==> src/rtl/press_pkg.sv <==
// press_pkg: shared types for the press classifier.
//   state_t - classifier FSM states
//   ev_t    - event codes produced by the next-state logic
//   timer_width() - interval timer width sized so it can reach the longer timeout
package press_pkg;

  typedef enum logic [2:0] {
    IDLE      = 3'd0,
    PRESSED   = 3'd1,
    LONG_HELD = 3'd2,
    WAIT_GAP  = 3'd3,
    WAIT_REL  = 3'd4
  } state_t;

  typedef enum logic [1:0] {
    EV_NONE   = 2'd0,
    EV_SHORT  = 2'd1,
    EV_LONG   = 2'd2,
    EV_DOUBLE = 2'd3
  } ev_t;

  function automatic int timer_width(input int a, input int b);
    return $clog2(((a > b) ? a : b) + 1);
  endfunction

endpackage

==> src/rtl/press_classifier_interval_timer.sv <==
// interval_timer: saturating up-counter with synchronous clear.
//   i_clk    clock
//   i_reset  synchronous active-high reset
//   i_clr    clear count to 0 (wins over i_en)
//   i_en     count up by one per edge, holding at all-ones
//   o_count  current count
module interval_timer #(
  parameter int W = 8
) (
  input  logic         i_clk,
  input  logic         i_reset,
  input  logic         i_clr,
  input  logic         i_en,
  output logic [W-1:0] o_count
);

  logic [W-1:0] r_count;

  always_ff @(posedge i_clk) begin
    if (i_reset || i_clr)
      r_count <= '0;
    else if (i_en && (r_count != '1))
      r_count <= r_count + 1'b1;   // saturate so a stuck state never wraps into a false match
  end

  assign o_count = r_count;

endmodule

==> src/rtl/press_classifier.sv <==
// press_classifier: turns debounced button level/edges into gesture events.
//   i_clk, i_reset    clock, synchronous active-high reset
//   i_debounced       debounced level, 1 = pressed
//   i_p_edge/i_n_edge one-cycle pulses on debounced rising/falling edges
//   o_short_press     pulse: single short press confirmed (after the gap timeout)
//   o_long_press      pulse: press held LONG_CYCLES
//   o_double_press    pulse: second press arrived within the gap
//   o_hold            level: long press still held
//   o_evt_cnt         wrapping count of classified events
module press_classifier
  import press_pkg::*;
#(
  parameter int LONG_CYCLES       = 50_000_000,
  parameter int DOUBLE_GAP_CYCLES = 25_000_000,
  parameter int EVT_W             = 8
) (
  input  logic             i_clk,
  input  logic             i_reset,
  input  logic             i_debounced,
  input  logic             i_p_edge,
  input  logic             i_n_edge,
  output logic             o_short_press,
  output logic             o_long_press,
  output logic             o_double_press,
  output logic             o_hold,
  output logic [EVT_W-1:0] o_evt_cnt
);

  localparam int TW = timer_width(LONG_CYCLES, DOUBLE_GAP_CYCLES);
  localparam logic [TW-1:0] LONG_LAST = TW'(LONG_CYCLES - 1);
  localparam logic [TW-1:0] GAP_LAST  = TW'(DOUBLE_GAP_CYCLES - 1);

  state_t          r_state, w_next;
  ev_t             w_ev;
  logic [TW-1:0]   w_cnt;
  logic            w_clr, w_en;
  logic            w_rise;
  logic            r_short, r_long, r_double, r_hold;
  logic [EVT_W-1:0] r_evt_cnt;

  // A simultaneous p_edge/n_edge is treated as a release only.
  assign w_rise = i_p_edge && !i_n_edge;

  // Timer restarts on every state change and only runs in the timed states.
  assign w_clr = (w_next != r_state);
  assign w_en  = (r_state == PRESSED) || (r_state == WAIT_GAP);

  interval_timer #(.W(TW)) u_timer (
    .i_clk   (i_clk),
    .i_reset (i_reset),
    .i_clr   (w_clr),
    .i_en    (w_en),
    .o_count (w_cnt)
  );

  always_ff @(posedge i_clk) begin
    if (i_reset) r_state <= IDLE;
    else         r_state <= w_next;
  end

  always_comb begin
    w_next = r_state;
    w_ev   = EV_NONE;
    case (r_state)
      IDLE:      if (w_rise) w_next = PRESSED;
      PRESSED: begin
        // release takes priority over the long timeout on the same edge
        if (i_n_edge) w_next = WAIT_GAP;
        else if ((w_cnt == LONG_LAST) && i_debounced) begin
          w_next = LONG_HELD;
          w_ev   = EV_LONG;
        end
      end
      LONG_HELD: if (i_n_edge) w_next = IDLE;
      WAIT_GAP: begin
        // re-press takes priority over the gap timeout on the same edge
        if (w_rise) begin
          w_next = WAIT_REL;
          w_ev   = EV_DOUBLE;
        end else if (w_cnt == GAP_LAST) begin
          w_next = IDLE;
          w_ev   = EV_SHORT;
        end
      end
      WAIT_REL:  if (i_n_edge) w_next = IDLE;
      default:   w_next = IDLE;
    endcase
  end

  always_ff @(posedge i_clk) begin
    if (i_reset) begin
      r_short   <= 1'b0;
      r_long    <= 1'b0;
      r_double  <= 1'b0;
      r_hold    <= 1'b0;
      r_evt_cnt <= '0;
    end else begin
      r_short  <= (w_ev == EV_SHORT);
      r_long   <= (w_ev == EV_LONG);
      r_double <= (w_ev == EV_DOUBLE);
      r_hold   <= (w_next == LONG_HELD);
      if (w_ev != EV_NONE) r_evt_cnt <= r_evt_cnt + 1'b1;
    end
  end

  assign o_short_press  = r_short;
  assign o_long_press   = r_long;
  assign o_double_press = r_double;
  assign o_hold         = r_hold;
  assign o_evt_cnt      = r_evt_cnt;

endmodule

==> config.mk <==
export PLATFORM = sky130hd
export DESIGN_NAME = press_classifier
export DESIGN_NICKNAME = d
export VERILOG_FILES = /design/src/rtl/press_pkg.sv /design/src/rtl/press_classifier_interval_timer.sv /design/src/rtl/press_classifier.sv
export SDC_FILE = /design/constraint.sdc
export NUM_CORES = 1
export LEC_CHECK = 0
export BUFFER_PORTS_ARGS = -buffer_cell sky130_fd_sc_hd__buf_4
export CAP_MARGIN = 20
export CORE_MARGIN = 1
export CORE_UTILIZATION = 30
export DETAILED_ROUTE_END_ITERATION = 8
export PLACE_DENSITY = 0.42
export SETUP_SLACK_MARGIN = 0.3
export SLEW_MARGIN = 40
export SYNTH_ARGS = -nofsm -noshare
export SYNTH_HDL_FRONTEND = slang
export SYNTH_SLANG_ARGS = --single-unit
==> constraint.sdc <==
create_clock -name i_clk -period 3.3 [get_ports i_clk]
set_input_delay 0.165 -clock i_clk [delete_from_list [all_inputs] [get_ports i_clk]]
set_output_delay 0.165 -clock i_clk [all_outputs]
set_load 0.005 [all_outputs]
## Yosys cells after proc, flatten, opt, wreduce, memory -nomap -nowiden

Cells that the tools add are included.

- Register bits: 41
- Bits of input ports: 5

- Add/sub/neg operators: 2
- Equality and inequality tests: 12
- Mux-type cells: 12
- Reduce and logical (&&, ||, !) cells: 9

Operator list:

| cell | number |
|---|---|
| adder 26 x 1 -> 26 bit (second input constant) | 1 |
| == test 26 x 25 -> 1 bit (second input constant) | 1 |
| == test 26 bit (second input constant) | 1 |
| != test 26 bit (second input constant) | 1 |
| two-way mux 3 bit | 6 |
| case mux 3 bit (4 select lines) | 1 |
| == test 3 x 2 -> 1 bit (second input constant) | 3 |
| adder 8 x 1 -> 8 bit (second input constant) | 1 |
| two-way mux 2 bit | 3 |
| == test 2 bit (second input constant) | 2 |
| case mux 2 bit (2 select lines) | 1 |
| == test 3 x 1 -> 1 bit (second input constant) | 1 |
| == test 3 bit (second input constant) | 1 |
| logical AND 1 bit | 3 |
| zero test 3 bit | 1 |
| != test 3 bit | 1 |
| == test 2 x 1 -> 1 bit (second input constant) | 1 |
| logical OR 1 bit | 2 |
| nonzero test 2 bit | 1 |
| OR reduction 2 bit | 1 |
| zero test 1 bit | 1 |
| two-way mux 1 bit | 1 |

## Logic depth before layout (Yosys ltp)

- Depth after elaboration: 7
- Depth in mapped cells: 8
- Gate-level depth less buffers: 7

## By module

From an unflattened synthesis, not the netlist that was laid out.

- Cell total of the unflattened synthesis: 274
- Area total of the unflattened synthesis: 2314.7 sq um

Modules (own cells, without submodules):

| module | instances | cells an instance | area each (sq um) | sequential area each (sq um) |
|---|---|---|---|---|
| interval_timer | 1 | 159 | 1347.5 | 520.5 |
| press_classifier | 1 | 115 | 967.2 | 300.3 |

## Worst setup path after synthesis

No wires, ideal clock.

- Path type: flip-flop to flip-flop
- Start: register u_timer.r_count[7], in the netlist u_timer.o_count[7]
- End: register u_timer.r_count[22], in the netlist u_timer.o_count[22]
- Library setup time: 115 ps
- Arrival time: 2095 ps
- Required time: 3185 ps
- Path slack: 1090 ps
- Stages on the path, launching flop included: 7
- Period minus slack after synthesis: 2210 ps
- Path through: dfxtp_1 -> or4_4 -> or2_4 -> or3_4 -> o311ai_4 -> buf_6 -> nor2_2

- Word-level cells in the longest chain between the ends: 7
- Elaborated cells between the ends (all ways): 13

RTL lines:

| element | line | RTL |
|---|---|---|
| start, declared | press_classifier_interval_timer.sv:17 | `logic [W-1:0] r_count;` |
| start signal, assigned | press_classifier_interval_timer.sv:23 | `r_count <= r_count + 1'b1;` |
| == test 26 bit | press_classifier.sv:69 | `else if ((w_cnt == LONG_LAST) && i_debounced) begin` |
| logical AND 1 bit | press_classifier.sv:69 |  |
| two-way mux 3 bit | press_classifier.sv:69 |  |
| two-way mux 3 bit | press_classifier.sv:68 | `if (i_n_edge) w_next = WAIT_GAP;` |
| case mux 3 bit (4 select lines) | press_classifier.sv:64 | `case (r_state)` |
| != test 3 bit | press_classifier.sv:45 | `assign w_clr = (w_next != r_state);` |
| logical OR 1 bit | press_classifier_interval_timer.sv:20 | `if (i_reset \|\| i_clr)` |

Several ways; a longest one is shown, not always the timed one.
A chain may end at the register's enable or synchronous reset.

## Worst setup path in the final report

- Start: register u_timer.r_count[8], in the netlist u_timer.o_count[8]
- End: register u_timer.r_count[12], in the netlist u_timer.o_count[12]

Same word-level chain as after synthesis.

==> run_results.csv <==
group,metric,value,unit
sta,fin_ws,608,ps
synthesis,seq_area_frac_synth,38.4,%
power_and_ir_drop,intPower,0.763,mW
cells_and_area,layout-drive-gt1-share,18.0,%
global_routing,grt_pass1_wl,8280,um
min_path,whs_path_depth,2,
critical_path,setup.worst_path.class,"reg -> reg",
drt,drc,0,
sta,tightest_slew,751,ps
cells_and_area,nFillCells,720,
critical_path,r2r_slack,610,ps
power_and_ir_drop,pwr-share-seq,51.1,%
critical_path,r2r-start,"u_timer.o_count[8]",
sta,rsz0062_at_grt,"no",
placement,gp_congestion,0.732,
synthesis,synth_flop_cell,"dfxtp_1",
die,fp.dieArea,7460,sq um
synthesis,avgSynthCellArea,8.72,sq um
global_routing,grt_max_degree,15,
power_and_ir_drop,irDropWorstVdd,0.159,mV
synthesis,ys.warnings.count,0,
placement,placed_cell_area,2330,sq um
clock_tree,root_buffer,"clkbuf_8",
placement,pre_cts_ws,604,ps
clock_tree,cts_setup_buffers,0,
global_routing,grtUsageTotal,14.2,%
die,num_rows,30,
sta,max_slew_margin,49.8,%
synthesis,ys_types,47,
synthesis,synth_most_common_cell,"dfxtp_1",
critical_path,cp-start-kind,"flip-flop",
sta,final.period_utilization,81.6,%
min_path,hp-start,"i_reset",
synthesis,synth_cells,245,
global_routing,overflow,0,
placement,dp_hpwl,3430,um
power_and_ir_drop,switching_power,0.222,mW
synthesis,syn_area,2140,sq um
critical_path,cpPeakStageDelay,580,ps
synthesis,ys_top_cells_by_count,"dfxtp_1 (41), nor2_1 (26), nand2_1 (17), xor2_1 (17), nand3_1 (16)",
critical_path,worstPathMaxFanout,14,
power_and_ir_drop,clock_power_share,43.3,%
critical_path,required,3480,ps
clock_tree,clock_sinks,41,
outcome,status,"completed",
clock_tree,hold_buffers,0,
drt,vias,1777,
sta,min_period,2690,ps
min_path,holdPathEnd,"o_evt_cnt[6]",
clock_tree,clock_path_buffers,2,
power_and_ir_drop,leakagePower,0.774,nW
power_and_ir_drop,combPwrFrac,5.7,%
clock_tree,ctsResizeCount,0,
die,io_pins,17,
power_and_ir_drop,power_density,402,nW/um^2
sta,finClkSkew,10.4,ps
global_routing,antenna_found_initial,0,
cells_and_area,num_antenna_cells,0,
sta,hold_ws,124,ps
sta,setup-violations-final,0,
critical_path,crit_slowest_cell,"o311ai_4",
clock_tree,cts_tree,"done",
global_routing,grt_pass1_vias,1716,
drt,dr.pass1.iters,4,
drt,viasPerCell,4.98,
clock_tree,htreeDepth,2,
synthesis,synth_area_leaders,"dfxtp_1 (38%), xor2_1 (7.0%), nor2_1 (4.6%), nand3_1 (3.7%), nand4_1 (3.2%)",
cells_and_area,final_area,2450,sq um
drt,ant_nets,0,
power_and_ir_drop,fin_total_pwr,0.985,mW
die,initial_core_util,31.3,%
synthesis,synth_top_area_share,38.4,%
sta,fin_setup_tns,0,ps
synthesis,async_flop_share,0,%
sta,slew_viol_final,0,
critical_path,arrival,2870,ps
power_and_ir_drop,switching_share,22.5,%
synthesis,synth-edff-count,0,
die,die_y,86.4,um
cells_and_area,utilization,35.9,%
clock_tree,clkSlewWorstSetupHoldPaths,80,ps
die,fp.coreArea,6830,sq um
sta,hold_viol,0,
die,die_x,86.4,um
cells_and_area,nets,267,
critical_path,crit_chain,"or4_4, or2_4, or3_4, o311ai_4, buf_4, nor2_1",
clock_tree,clk_latency,300,ps
synthesis,yosysTopAreaCell,"dfxtp_1",
job,drv_cap,0,
min_path,hp-class,"in -> reg",
sta,max_freq,371,MHz
synthesis,synth_seq_cells,41,
cells_and_area,stdcell_count,357,
synthesis,syn_nets,252,
critical_path,reg2reg_depth,6,
drt,avgRoutedWirePerCell,13.3,um
cells_and_area,syn_to_final_growth,14.8,%
placement,port_buffers,16,
drt,first_iter_violations,54,
placement,dp.cells,349,
critical_path,worstSetupEndpointType,"flip-flop",
clock_tree,cts_buffers,5,
critical_path,reg2reg_to,"u_timer.o_count[12]",
drt,wirelength,4760,um
-- critical path, delay by kind of cell, from the launching register on --
family | cells | cell delay [ps]
DFF | 1 | 360
buffers and inverters | 1 | 370
and+or+nand+nor | 4 | 1270
AOI/OAI and AO/OA | 1 | 580
-- cell usage in the layout (no fill, tap or decap), types with 5 or more instances in the layout --
master    netlist  layout
nor2b_1         5       5
nor2_2         10      10
xnor2_1         6       6
nand2_1        17      17
clkbuf_8        0       6
dfxtp_1        41      41
nor2_1         26      26
buf_4           0      17
nand4_1        11      11
and4_1          6       6
nor3_1          7       7
xor2_1         17      17
nand3_1        16      16
nor4_1          5       5
or3_1           9       9
o21ai_0         9       9
a21oi_1        11      11
-- routing by layer --
metal / track usage [%] / part of all wire (%) / up-vias / wire length (um)
met1: 18.6 / 50 / 821 / 2380
met3: 3.33 / 3.0 / 10 / 143
met4: 6.36 / 2.3 / 0 / 109
met2: 22.2 / 45 / 22 / 2130
met5: 0 / 0 / - / 0
li1: - / - / 924 / -
-- flip-flops by register name, indices dropped and copies added, names as in the netlist --
name / cells
o_hold: 1
o_long_press: 1
o_evt_cnt: 8
r_state: 3
o_short_press: 1
u_timer.o_count: 26
o_double_press: 1
-- worst max-delay path by stage --
stage	startpoint	endpoint	cells after the start
final	u_timer.o_count[8]	u_timer.o_count[12]	6
after global routing	u_timer.o_count[8]	u_timer.o_count[12]	6
after CTS	u_timer.o_count[8]	u_timer.o_count[12]	6
after detailed placement	u_timer.o_count[7]	u_timer.o_count[12]	6
after global placement	u_timer.o_count[7]	u_timer.o_count[25]	6
after floorplan	u_timer.o_count[7]	u_timer.o_count[22]	6
-- cell families (layout without fill, tap and decap cells) --
family          Yosys count  after routing  synth area share [%]
mux                       3              3                  1.46
buf+inv                  10             26                  2.87
xor+xnor                 23             23                  9.43
compound gates           32             32                  10.1
fa+ha+maj                 2              2                  1.17
simple gates            134            134                  36.5
flops                    41             41                  38.4
-- area by class of cell --
| type | instances | area [sq um] | area share [%] |
|---|---|---|---|
| multi-input combinational | 194 | 1260 | 51.4 |
| inverter | 1 | 3.75 | 0.153 |
| timing repair buffer | 17 | 128 | 5.20 |
| tap | 96 | 120 | 4.90 |
| sequential | 41 | 821 | 33.5 |
| clock inverter | 2 | 37.5 | 1.53 |
| clock buffer | 6 | 82.6 | 3.37 |
-- power by group through the flow --
stage          Clock (mW)  Sequential [mW]  Combinational, mW
6_report            0.426            0.503             0.0557
5_1_grt             0.469            0.504             0.0615
4_1_cts             0.449            0.503             0.0566
2_1_floorplan           0            0.511             0.0474
3_3_place_gp            0            0.515             0.0558
3_5_place_dp            0            0.515             0.0565
(Power assumes the default switching activity.)
